$ cat src/rtl/fifo_uart_tx.sv
// fifo_uart_tx: drains bytes from an upstream FIFO read port and sends each
// one as an 8N1 serial frame (LSB first, line idles high).
// Ports:
//   r_clk       FIFO read-side clock; all state changes on its rising edge
//   rst         synchronous active-high reset
//   tx_en       allows a new byte to be fetched; only looked at in IDLE
//   empty_flag  upstream FIFO empty indication
//   fifo_data   FIFO read data, valid the cycle after an r_en pulse
//   r_en        one-cycle FIFO read strobe per byte
//   tx          serial output line
//   busy        high whenever a byte is being fetched or sent
//   byte_done   one-cycle pulse on the last stop-bit cycle
// All outputs are registered, so no input reaches an output combinationally.
module fifo_uart_tx #(
  parameter int unsigned CLKS_PER_BIT = 4
) (
  input  logic       r_clk,
  input  logic       rst,
  input  logic       tx_en,
  input  logic       empty_flag,
  input  logic [7:0] fifo_data,
  output logic       r_en,
  output logic       tx,
  output logic       busy,
  output logic       byte_done
);

  localparam int unsigned CNT_W = $clog2(CLKS_PER_BIT);
  localparam logic [CNT_W-1:0] BAUD_LAST = CNT_W'(CLKS_PER_BIT - 1);

  localparam logic [2:0] S_IDLE  = 3'd0;
  localparam logic [2:0] S_POP   = 3'd1;
  localparam logic [2:0] S_WAIT  = 3'd2;
  localparam logic [2:0] S_START = 3'd3;
  localparam logic [2:0] S_DATA  = 3'd4;
  localparam logic [2:0] S_STOP  = 3'd5;

  logic [2:0]       state_q, state_d;
  logic [CNT_W-1:0] baud_q, baud_d;
  logic [2:0]       bit_q, bit_d;
  logic [7:0]       shreg_q, shreg_d;
  logic             tx_q, tx_d;
  logic             r_en_q, r_en_d;
  logic             busy_q, busy_d;
  logic             byte_done_q, byte_done_d;
  logic             baud_last;

  assign baud_last = (baud_q == BAUD_LAST);

  // Next-state, counters, shift register, and the output values for the next cycle
  always_comb begin
    state_d = state_q;
    baud_d  = baud_q;
    bit_d   = bit_q;
    shreg_d = shreg_q;

    case (state_q)
      S_IDLE: begin
        if (tx_en && !empty_flag) begin
          state_d = S_POP;
        end
      end
      S_POP: begin
        state_d = S_WAIT;
      end
      S_WAIT: begin
        // Read data is valid now; the byte is frozen here and later
        // changes on fifo_data are ignored.
        shreg_d = fifo_data;
        baud_d  = '0;
        state_d = S_START;
      end
      S_START: begin
        if (baud_last) begin
          baud_d  = '0;
          bit_d   = '0;
          state_d = S_DATA;
        end else begin
          baud_d = baud_q + CNT_W'(1);
        end
      end
      S_DATA: begin
        if (baud_last) begin
          baud_d  = '0;
          shreg_d = {1'b0, shreg_q[7:1]};
          if (bit_q == 3'd7) begin
            bit_d   = '0;
            state_d = S_STOP;
          end else begin
            bit_d = bit_q + 3'd1;
          end
        end else begin
          baud_d = baud_q + CNT_W'(1);
        end
      end
      S_STOP: begin
        if (baud_last) begin
          baud_d  = '0;
          state_d = S_IDLE;
        end else begin
          baud_d = baud_q + CNT_W'(1);
        end
      end
      default: begin
        state_d = S_IDLE;
        baud_d  = '0;
        bit_d   = '0;
        shreg_d = '0;
      end
    endcase

    // Outputs are derived from the next state so they line up with it once registered
    r_en_d      = (state_d == S_POP);
    busy_d      = (state_d != S_IDLE);
    byte_done_d = (state_d == S_STOP) && (baud_d == BAUD_LAST);
    if (state_d == S_START) begin
      tx_d = 1'b0;
    end else if (state_d == S_DATA) begin
      tx_d = shreg_d[0];
    end else begin
      tx_d = 1'b1;
    end
  end

  // State and output registers
  always_ff @(posedge r_clk) begin
    if (rst) begin
      state_q     <= S_IDLE;
      baud_q      <= '0;
      bit_q       <= '0;
      shreg_q     <= '0;
      tx_q        <= 1'b1;
      r_en_q      <= 1'b0;
      busy_q      <= 1'b0;
      byte_done_q <= 1'b0;
    end else begin
      state_q     <= state_d;
      baud_q      <= baud_d;
      bit_q       <= bit_d;
      shreg_q     <= shreg_d;
      tx_q        <= tx_d;
      r_en_q      <= r_en_d;
      busy_q      <= busy_d;
      byte_done_q <= byte_done_d;
    end
  end

  assign tx        = tx_q;
  assign r_en      = r_en_q;
  assign busy      = busy_q;
  assign byte_done = byte_done_q;

endmodule
$ cat config.mk
export PLATFORM = sky130hd
export DESIGN_NAME = fifo_uart_tx
export DESIGN_NICKNAME = d
export VERILOG_FILES = /design/src/rtl/fifo_uart_tx.sv
export SDC_FILE = /design/constraint.sdc
export NUM_CORES = 1
export LEC_CHECK = 0
export BUFFER_PORTS_ARGS = -buffer_cell sky130_fd_sc_hd__buf_4
export CAP_MARGIN = 20
export CORE_ASPECT_RATIO = 1.75
export CORE_UTILIZATION = 39
export CTS_CLUSTER_DIAMETER = 150
export CTS_CLUSTER_SIZE = 24
export DETAILED_ROUTE_END_ITERATION = 12
export PLACE_DENSITY = 0.69
export SETUP_SLACK_MARGIN = 0.02
export SLEW_MARGIN = 20
export SYNTH_ARGS = -nofsm -noshare
export SYNTH_HDL_FRONTEND = slang
export SYNTH_SLANG_ARGS = --single-unit
$ cat constraint.sdc
create_clock -name r_clk -period 1.6 [get_ports r_clk]
set_input_delay 0.16 -clock r_clk [delete_from_list [all_inputs] [get_ports r_clk]]
set_output_delay 0.16 -clock r_clk [all_outputs]
set_load 0.01 [all_outputs]
# Word level (Yosys, flattened, before mapping)
# Index checks and enable logic that the tools add are counted.
[totals] reg_bits=20 output_inout_bits=4 word_cells=54
[classes] addsub=2 eq_ne=14 muxes=16 bitwise=2 n_reduce_logical=11
[ops] cell="$mux W3" count=8
[ops] cell="$pmux W8 S3" count=1
[ops] cell="$pmux W3 S6" count=1
[ops] cell="$eq A3 B3 Y1 const B" count=5
[ops] cell="$eq A3 B2 Y1 const B" count=3
[ops] cell="$pmux W3 S3" count=1
[ops] cell="$mux W8" count=1
[ops] cell="$reduce_or A4 Y1" count=2
[ops] cell="$eq A3 B1 Y1 const B" count=2
[ops] cell="$eq A2 B2 Y1 const B" count=2
[ops] cell="$ne A2 B2 Y1 const B" count=2
[ops] cell="$pmux W2 S2" count=1
[ops] cell="$add A3 B1 Y3 const B" count=1
[ops] cell="$logic_not A3 Y1" count=1
[ops] cell="$reduce_and A3 Y1" count=1
[ops] cell="$reduce_bool A3 Y1" count=1
[ops] cell="$reduce_or A3 Y1" count=1
[ops] cell="$add A2 B1 Y2 const B" count=1
[ops] cell="$logic_and A1 B1 Y1" count=2
[ops] cell="$mux W1" count=2
[ops] cell="$mux W2" count=1
[ops] cell="$not A1 Y1" count=2
[ops] cell="$reduce_and A2 Y1" count=1
[ops] cell="$reduce_or A2 Y1" count=1
[ops] cell="$logic_not A1 Y1" count=1

# Logic depth before layout (Yosys ltp)
# Gate-level depths: netlist of run 1.
[logic_depth] ltp_word=7 mapped_depth=7 mapped_depth_nobuf=6

# Least setup slack after synthesis of run 1
# Ideal clock, no wire load.
[synth_path] path_kind="register to register" from="register baud_q[0]" to="register bit_q[0]" setup_ns=0.070 arrival_time_ns=1.480 t_required_ns=1.530 setup_slack_ns=0.050 path_stages_with_launch=8 period_less_slack_ns=1.550 path_cell_list="dfxtp_1 ha_1 buf_6 and3b_1 buf_6 a21oi_4 or4_1 a21oi_1"
[synth_between] elab_chain_len=3 word_cells_on_any_way=4 cone_classes="eq/ne: 3; reduce/logical: 1"
[synth_lines] element="start: declaration" line_no="39" text="logic [CNT_W-1:0] baud_q, baud_d;"
[synth_lines] element="start signal: assignment" line_no="138" text="baud_q <= baud_d;"
[synth_lines] element="$eq A2 B2 Y1 *" line_no="48" text="assign baud_last = (baud_q == BAUD_LAST);"
[synth_lines] element="$ne A2 B2 Y1 (no line)"
[synth_lines] element="$reduce_and A3 Y1 (no line) *"
[synth_lines] element="end signal: assignment" line_no="139" text="bit_q <= bit_d;"
[synth_lines] element="end: declaration" line_no="40" text="logic [2:0] bit_q, bit_d;"
# Mark *: on every way between the ends. The rest lies on a longest branch, timed or not.
# A chain may end at the register's enable or synchronous reset.

# Worst setup path after layout of run 1
# Ends and elaborated chain as after synthesis.

==> impl_results.rst, run 1 <==
.. list-table::
   :header-rows: 1

   * - Metric
     - Value
   * - Fraction of power consumed by the clock network
     - 35.7%
   * - Required @ worst endpoint
     - 1790 ps
   * - Detailed-route vias per instance
     - 5.67
   * - Largest vdd supply drop
     - 512 uV
   * - WL/cell
     - 14.6 um
   * - Reported max-cap violation count
     - 0
   * - Switching portion of total power
     - 24.3%
   * - Max-slew violation count
     - 0
   * - Synth Cell Area
     - 1030 sq um
   * - Maximum operating frequency
     - 0.669 GHz
   * - Critical path cell sequence
     - ha_4 > and3b_2 > a21oi_4 > or4_1 > a21oi_1
   * - TritonCTS clock tree
     - yes
   * - Antenna violation net count after detailed routing
     - 0
   * - Placed standard-cell area
     - 1170 sq um
   * - Tightest Pin Transition
     - 391 ps
   * - Number of global-route vias before repair
     - 918
   * - Count of vias placed by the detailed router
     - 925
   * - EDFF count, synth
     - 0
   * - Distinct cell type count of the synthesized netlist
     - 36
   * - Highest fanout seen on the critical path
     - 5
   * - Total congestion overflow
     - 0
   * - Final setup violation count
     - 0
   * - Chip width
     - 40.8 um
   * - Synthesis Warnings
     - 0
   * - Critical path buffers and inverters
     - 0
   * - Final count of hold timing violations
     - 0
   * - Filler Cell Count
     - 255
   * - Count of input and output buffers
     - 15
   * - Max H-tree Level
     - 1
   * - Num Clock Sinks
     - 20
   * - Post-route insts no fill
     - 163
   * - Flop and latch count out of synthesis
     - 20
   * - Sequential fraction of design power
     - 50.4%
   * - Combined area of the multi-input logic cells
     - 578 sq um
   * - Aggregate routed wire length
     - 2380 um
   * - Instance count of the mapped netlist
     - 118
   * - Core area
     - 2490 sq um
   * - Most common library cell in the layout ignoring fill and taps
     - buf_4
   * - Combinational group share of total power
     - 13.9%
   * - Starting Density
     - 41.2%
   * - Initial antenna violation count
     - 0
   * - Power per cell area
     - 850 nW/um^2
   * - Share of the yosys chip area belonging to registers
     - 39.0%
   * - Outcome
     - finished, final reports clean
   * - Internal
     - 0.819 mW
   * - Clock latency of the later-clocked register in the worst-skew pair
     - 260 ps
   * - Worst Hold Margin
     - 210 ps
   * - Final clock skew
     - 1.80 ps
   * - Global-route wire length before repair
     - 3940 um
   * - Top library cells by usage in the layout, fill and taps aside
     - 24 x buf_4, 18 x nor2_1, 16 x dfxtp_1
   * - Flip-flop cell with the highest count after synthesis
     - dfxtp_1
   * - Stage delay of the slowest cell on the critical path
     - 470 ps
   * - Aggregate global-route resource usage
     - 18.8%
   * - Worst slew margin relative to its limit
     - 73.7%
   * - Total negative slack
     - 0 ps
   * - Tmin final
     - 1490 ps
   * - Area added between synthesis and finish
     - 23.9%
   * - Maximum clock path buffer count
     - 2
   * - Async set-reset flop share out of synthesis
     - 0%
   * - Number of gates on the worst path with buffers counted
     - 5
   * - Critical Path Start Type
     - flip-flop
   * - Number of antenna cells inserted
     - 0
   * - Hold buffers post-CTS
     - 0
   * - Number of instances on the worst hold path
     - 2
   * - Data arrival, critical path
     - 1690 ps
   * - Clock-pin transition on the worst setup and hold timing paths
     - 70 ps
   * - Classification of the worst-slack hold path
     - input pin to flip-flop
   * - Reg2Reg Depth
     - 5
   * - DRC errors left
     - 0
   * - Pin count of the biggest net entering global routing
     - 18
   * - Inst Count DP
     - 159
   * - Post-Synthesis Mean Instance Area
     - 8.71 sq um
   * - Inserted Clock Buffers
     - 3
   * - Total non-filler cell area in the finished layout
     - 1270 sq um
   * - Critical Path End Type
     - flip-flop
   * - Num rows
     - 24
   * - Cell at the root of the clock tree
     - clkbuf_8
   * - Category of the most critical setup path
     - flip-flop to flip-flop
   * - Post-layout net count
     - 153
   * - Detailed Place HPWL
     - 1710 um
   * - Die H
     - 69.9 um
   * - Setup repair after global routing missed its margin
     - no
   * - Number of detailed-routing iterations run before antenna repair
     - 4
   * - Static leakage
     - 0.529 nW
   * - Share of layout cells above drive strength 1
     - 32.1%
   * - Full die area
     - 2850 sq um
   * - Initial detailed-routing violation count
     - 22
   * - Final Wtd Congestion
     - 0.801
   * - Dominant delay contributor by cell family on the critical path
     - simple AND/OR/NAND/NOR gates
   * - Register Area
     - 408 sq um
   * - Share of the clock period used by the worst path after layout
     - 93.4%
   * - Cell with the largest stage delay on the worst path
     - or4_1
   * - Total power consumption of the routed design
     - 1.08 mW
   * - Number of I/O pins
     - 16
   * - Syn Nets
     - 133
   * - Psw
     - 0.263 mW
-- registers in the layout, indices dropped and copies added, names as in the netlist --
name       count
shreg_q        8
bit_q          3
state_q        3
baud_q         2
busy           1
byte_done      1
r_en           1
tx             1
-- per-layer routing --
layer / GRT usage (%) / share of wire (%)
met2: 31.8 / 54
met5: 0 / 0
met3: 1.90 / 2.6
met4: 6.30 / 1.4
met1: 23.0 / 42
-- final cells by class --
type                            instances  area share (%)
Timing Repair Buffer                   25            15.0
Sequential cell                        20            32.1
Multi-Input combinational cell         86            45.4
Clock buffer                            4            4.33
Inverter                                2           0.590
Tap cell                               26            2.56
-- path summary, 6_finish.rpt --
check | from | to | slack (ps)
hold / removal | rst | bit_q[0] | 210
setup / recovery | baud_q[0] | bit_q[0] | 110
hold reg to reg | bit_q[2] | bit_q[2] | 470
setup reg to reg | baud_q[0] | bit_q[0] | 110
-- synthesized netlist by cell type (all sizes together), types with 3 or more instances --
cell	count	area, sq um
o221ai	6	52.6
nor2b	3	18.8
mux2i	4	40.0
buf	5	43.8
dfxtp	20	400
a21oi	9	56.3
nand2	7	26.3
clkbuf	5	30.0
a21o	4	32.5
ha	3	37.5
nor2	19	71.3
o21ai	9	45.0
-- repair_timing --
| item | in CTS | in global routing |
|---|---|---|
| resized for setup | 3 | 12 |
| setup endpoints to repair | 2 | 6 |
| setup buffers | 0 | 0 |
| pin swaps | 0 | 2 |
-- cell families (layout without fill, tap and decap cells) --
group | count (synthesis) | after routing | share of synthesized area [%]
adders and majority gates | 3 | 3 | 3.65
buffers and inverters | 12 | 31 | 7.92
AOI/OAI and AO/OA | 36 | 36 | 24.4
and+or+nand+nor | 43 | 43 | 21.2
muxes | 4 | 4 | 3.90
DFF | 20 | 20 | 39.0
-- power by group through the flow --
stage	combinational (mW)	clock [mW]	sequential (mW)
4_1_cts	0.148	0.396	0.544
2_1_floorplan	0.0948	0	0.550
3_5_place_dp	0.147	0	0.556
3_3_place_gp	0.143	0	0.556
6_report	0.150	0.386	0.546
5_1_grt	0.166	0.409	0.549
-- through the flow --
stage | util [%] | setup slack [ps]
3_5_place_dp | 47.1 | 4.58
3_3_place_gp | 47.1 | 54.2
6_report | 51.1 | 106
2_1_floorplan | - | 50.0
5_1_grt | 51.1 | 12.1
4_1_cts | 49.4 | 27.2
-- worst reg2reg max path, delay by kind of cell (launching register included) --
family,cells,cell delay (ps)
flops,1,370
simple gates,2,730
fa+ha+maj,1,140
compound gates,2,190
No activity file was read; power rests on OpenSTA's default activity.
==> run 2, diff against run 1 <==
--- a/config.mk
+++ b/config.mk
@@ -13,6 +13,7 @@
 export CTS_CLUSTER_SIZE = 24
 export DETAILED_ROUTE_END_ITERATION = 12
 export PLACE_DENSITY = 0.69
+export RECOVER_POWER = 25
 export SETUP_SLACK_MARGIN = 0.02
 export SLEW_MARGIN = 20
 export SYNTH_ARGS = -nofsm -noshare
==> impl_results.rst, run 2 (same netlist as run 1, synthesis figures left out) <==
.. list-table::
   :header-rows: 1

   * - Metric
     - Value
   * - Highest fanout seen on the critical path
     - 5
   * - Cell at the root of the clock tree
     - clkbuf_8
   * - Starting Density
     - 41.2%
   * - Critical Path End Type
     - flip-flop
   * - Hold worst-path end
     - bit_q[0]
   * - Tmin final
     - 1490 ps
   * - Inst Count DP
     - 159
   * - Area added between synthesis and finish
     - 22.4%
   * - Largest register FFs
     - 8
   * - Core area
     - 2490 sq um
   * - Setup repair after global routing missed its margin
     - no
   * - Inserted Clock Buffers
     - 3
   * - Final clock skew
     - 2.96 ps
   * - Data arrival, critical path
     - 1690 ps
   * - Required @ worst endpoint
     - 1790 ps
   * - Number of antenna cells inserted
     - 0
   * - Die H
     - 69.9 um
   * - Count of input and output buffers
     - 15
   * - Antenna violation net count after detailed routing
     - 0
   * - Detailed-route vias per instance
     - 5.66
   * - Num rows
     - 24
   * - Stage delay of the slowest cell on the critical path
     - 470 ps
   * - Maximum clock path buffer count
     - 2
   * - Power per cell area
     - 858 nW/um^2
   * - Combined area of the multi-input logic cells
     - 578 sq um
   * - Total congestion overflow
     - 0
   * - Count of vias placed by the detailed router
     - 922
   * - Crit Reg-Reg Startpoint
     - baud_q[0]
   * - Chip width
     - 40.8 um
   * - Largest registers
     - shreg_q x8, bit_q x3, state_q x3
   * - Critical path cell sequence
     - ha_4 > and3b_2 > a21oi_4 > or4_1 > a21oi_1
   * - Initial detailed-routing violation count
     - 22
   * - Aggregate routed wire length
     - 2390 um
   * - Top library cells by usage in the layout, fill and taps aside
     - 20 x buf_4, 18 x nor2_1, 16 x dfxtp_1
   * - Final count of hold timing violations
     - 0
   * - Aggregate global-route resource usage
     - 18.8%
   * - Register Area
     - 408 sq um
   * - Critical path buffers and inverters
     - 0
   * - Static leakage
     - 0.514 nW
   * - Initial antenna violation count
     - 0
   * - Number of global-route vias before repair
     - 918
   * - Reg2Reg Depth
     - 5
   * - Share of the clock period used by the worst path after layout
     - 93.4%
   * - Critical Path Start Type
     - flip-flop
   * - Final setup violation count
     - 0
   * - Cell with the largest stage delay on the worst path
     - or4_1
   * - Total negative slack
     - 0 ps
   * - Reported max-cap violation count
     - 0
   * - Outcome
     - finished, final reports clean
   * - Slack of the worst reg-to-reg path
     - 110 ps
   * - Worst min-delay path startpoint
     - rst
   * - Clock latency of the later-clocked register in the worst-skew pair
     - 260 ps
   * - Classification of the worst-slack hold path
     - input pin to flip-flop
   * - Final Wtd Congestion
     - 0.801
   * - DRC errors left
     - 0
   * - Tightest Pin Transition
     - 391 ps
   * - Largest register by flop count
     - shreg_q
   * - TritonCTS clock tree
     - yes
   * - Clock-pin transition on the worst setup and hold timing paths
     - 80 ps
   * - Post-layout net count
     - 153
   * - Filler Cell Count
     - 255
   * - Dominant delay contributor by cell family on the critical path
     - simple AND/OR/NAND/NOR gates
   * - Largest vdd supply drop
     - 512 uV
   * - Number of I/O pins
     - 16
   * - Maximum operating frequency
     - 0.669 GHz
   * - Num Clock Sinks
     - 20
   * - WL/cell
     - 14.6 um
   * - Max-slew violation count
     - 0
   * - Global-route wire length before repair
     - 3940 um
   * - Pin count of the biggest net entering global routing
     - 18
   * - Max H-tree Level
     - 1
   * - Most common library cell in the layout ignoring fill and taps
     - buf_4
   * - Detailed Place HPWL
     - 1710 um
   * - Share of layout cells above drive strength 1
     - 29.2%
   * - Worst slew margin relative to its limit
     - 73.7%
   * - Endpoint of the worst register-to-register path
     - bit_q[0]
   * - Hold buffers post-CTS
     - 0
   * - Category of the most critical setup path
     - flip-flop to flip-flop
   * - Post-route insts no fill
     - 163
   * - Number of instances on the worst hold path
     - 2
   * - Full die area
     - 2850 sq um
   * - Post-CTS repair timing setup buffer count
     - 0
   * - Number of detailed-routing iterations run before antenna repair
     - 4
-- run 2: cell types whose count changed in the layout (fill, tap and decap cells not counted) --
cell / previous run / this run
buf_4: 24 / 20
clkbuf_1: 0 / 4
-- run 2: final cells by class --
type	count	share of cell area (%)
clock buffers	4	4.38
inverters	2	0.597
multi-input cells	86	46.0
flip-flops and latches	20	32.4
well taps	26	2.59
repair buffers	25	14.0
-- run 2: worst register-to-register path: cells and delay by family (launching register included) --
| kind | cells | cell delay [ps] |
|---|---|---|
| fa+ha+maj | 1 | 140 |
| flops | 1 | 370 |
| compound gates | 2 | 190 |
| simple gates | 2 | 730 |
-- run 2: power breakdown --
| part | total (mW) | switching (mW) | internal (mW) |
|---|---|---|---|
| combinational | 0.146 | 0.0741 | 0.0716 |
| clock | 0.388 | 0.169 | 0.219 |
| sequential | 0.546 | 0.0222 | 0.523 |
| total | 1.08 | 0.265 | 0.814 |
-- run 2: per-stage QoR --
stage	power (mW)	setup slack [ps]	area, sq um	utilization (%)	hold WS [ps]
6_report	1.08	106	1260	50.5	211
4_1_cts	1.09	27.2	1230	49.4	199
5_1_grt	1.12	12.1	1260	50.5	216
3_3_place_gp	0.700	54.2	1170	47.1	453
3_5_place_dp	0.703	4.58	1170	47.1	461
2_1_floorplan	0.644	50.0	1030	-	380
-- run 2: timing repair --
item,CTS,global route
endpoints found under the setup margin,2,6
pin swaps,0,2
resized for setup,3,12
-- run 2: per-layer routing --
metal  wire [um]  vias up  global-route usage (%)
li1            -      461                       -
met1        1010      438                    23.0
met2        1280       19                    31.8
met3          63        4                    1.90
met4          34        0                    6.30
met5           0        -                       0
-- run 2: how the worst max path moves through the flow --
stage | from | end | cells after the start
final | baud_q[0] | bit_q[0] | 5
after global routing | baud_q[0] | tx | 6
after CTS | baud_q[1] | bit_q[0] | 6
after detailed placement | baud_q[0] | tx | 5
after global placement | baud_q[1] | tx | 5
after floorplan | baud_q[0] | bit_q[0] | 7
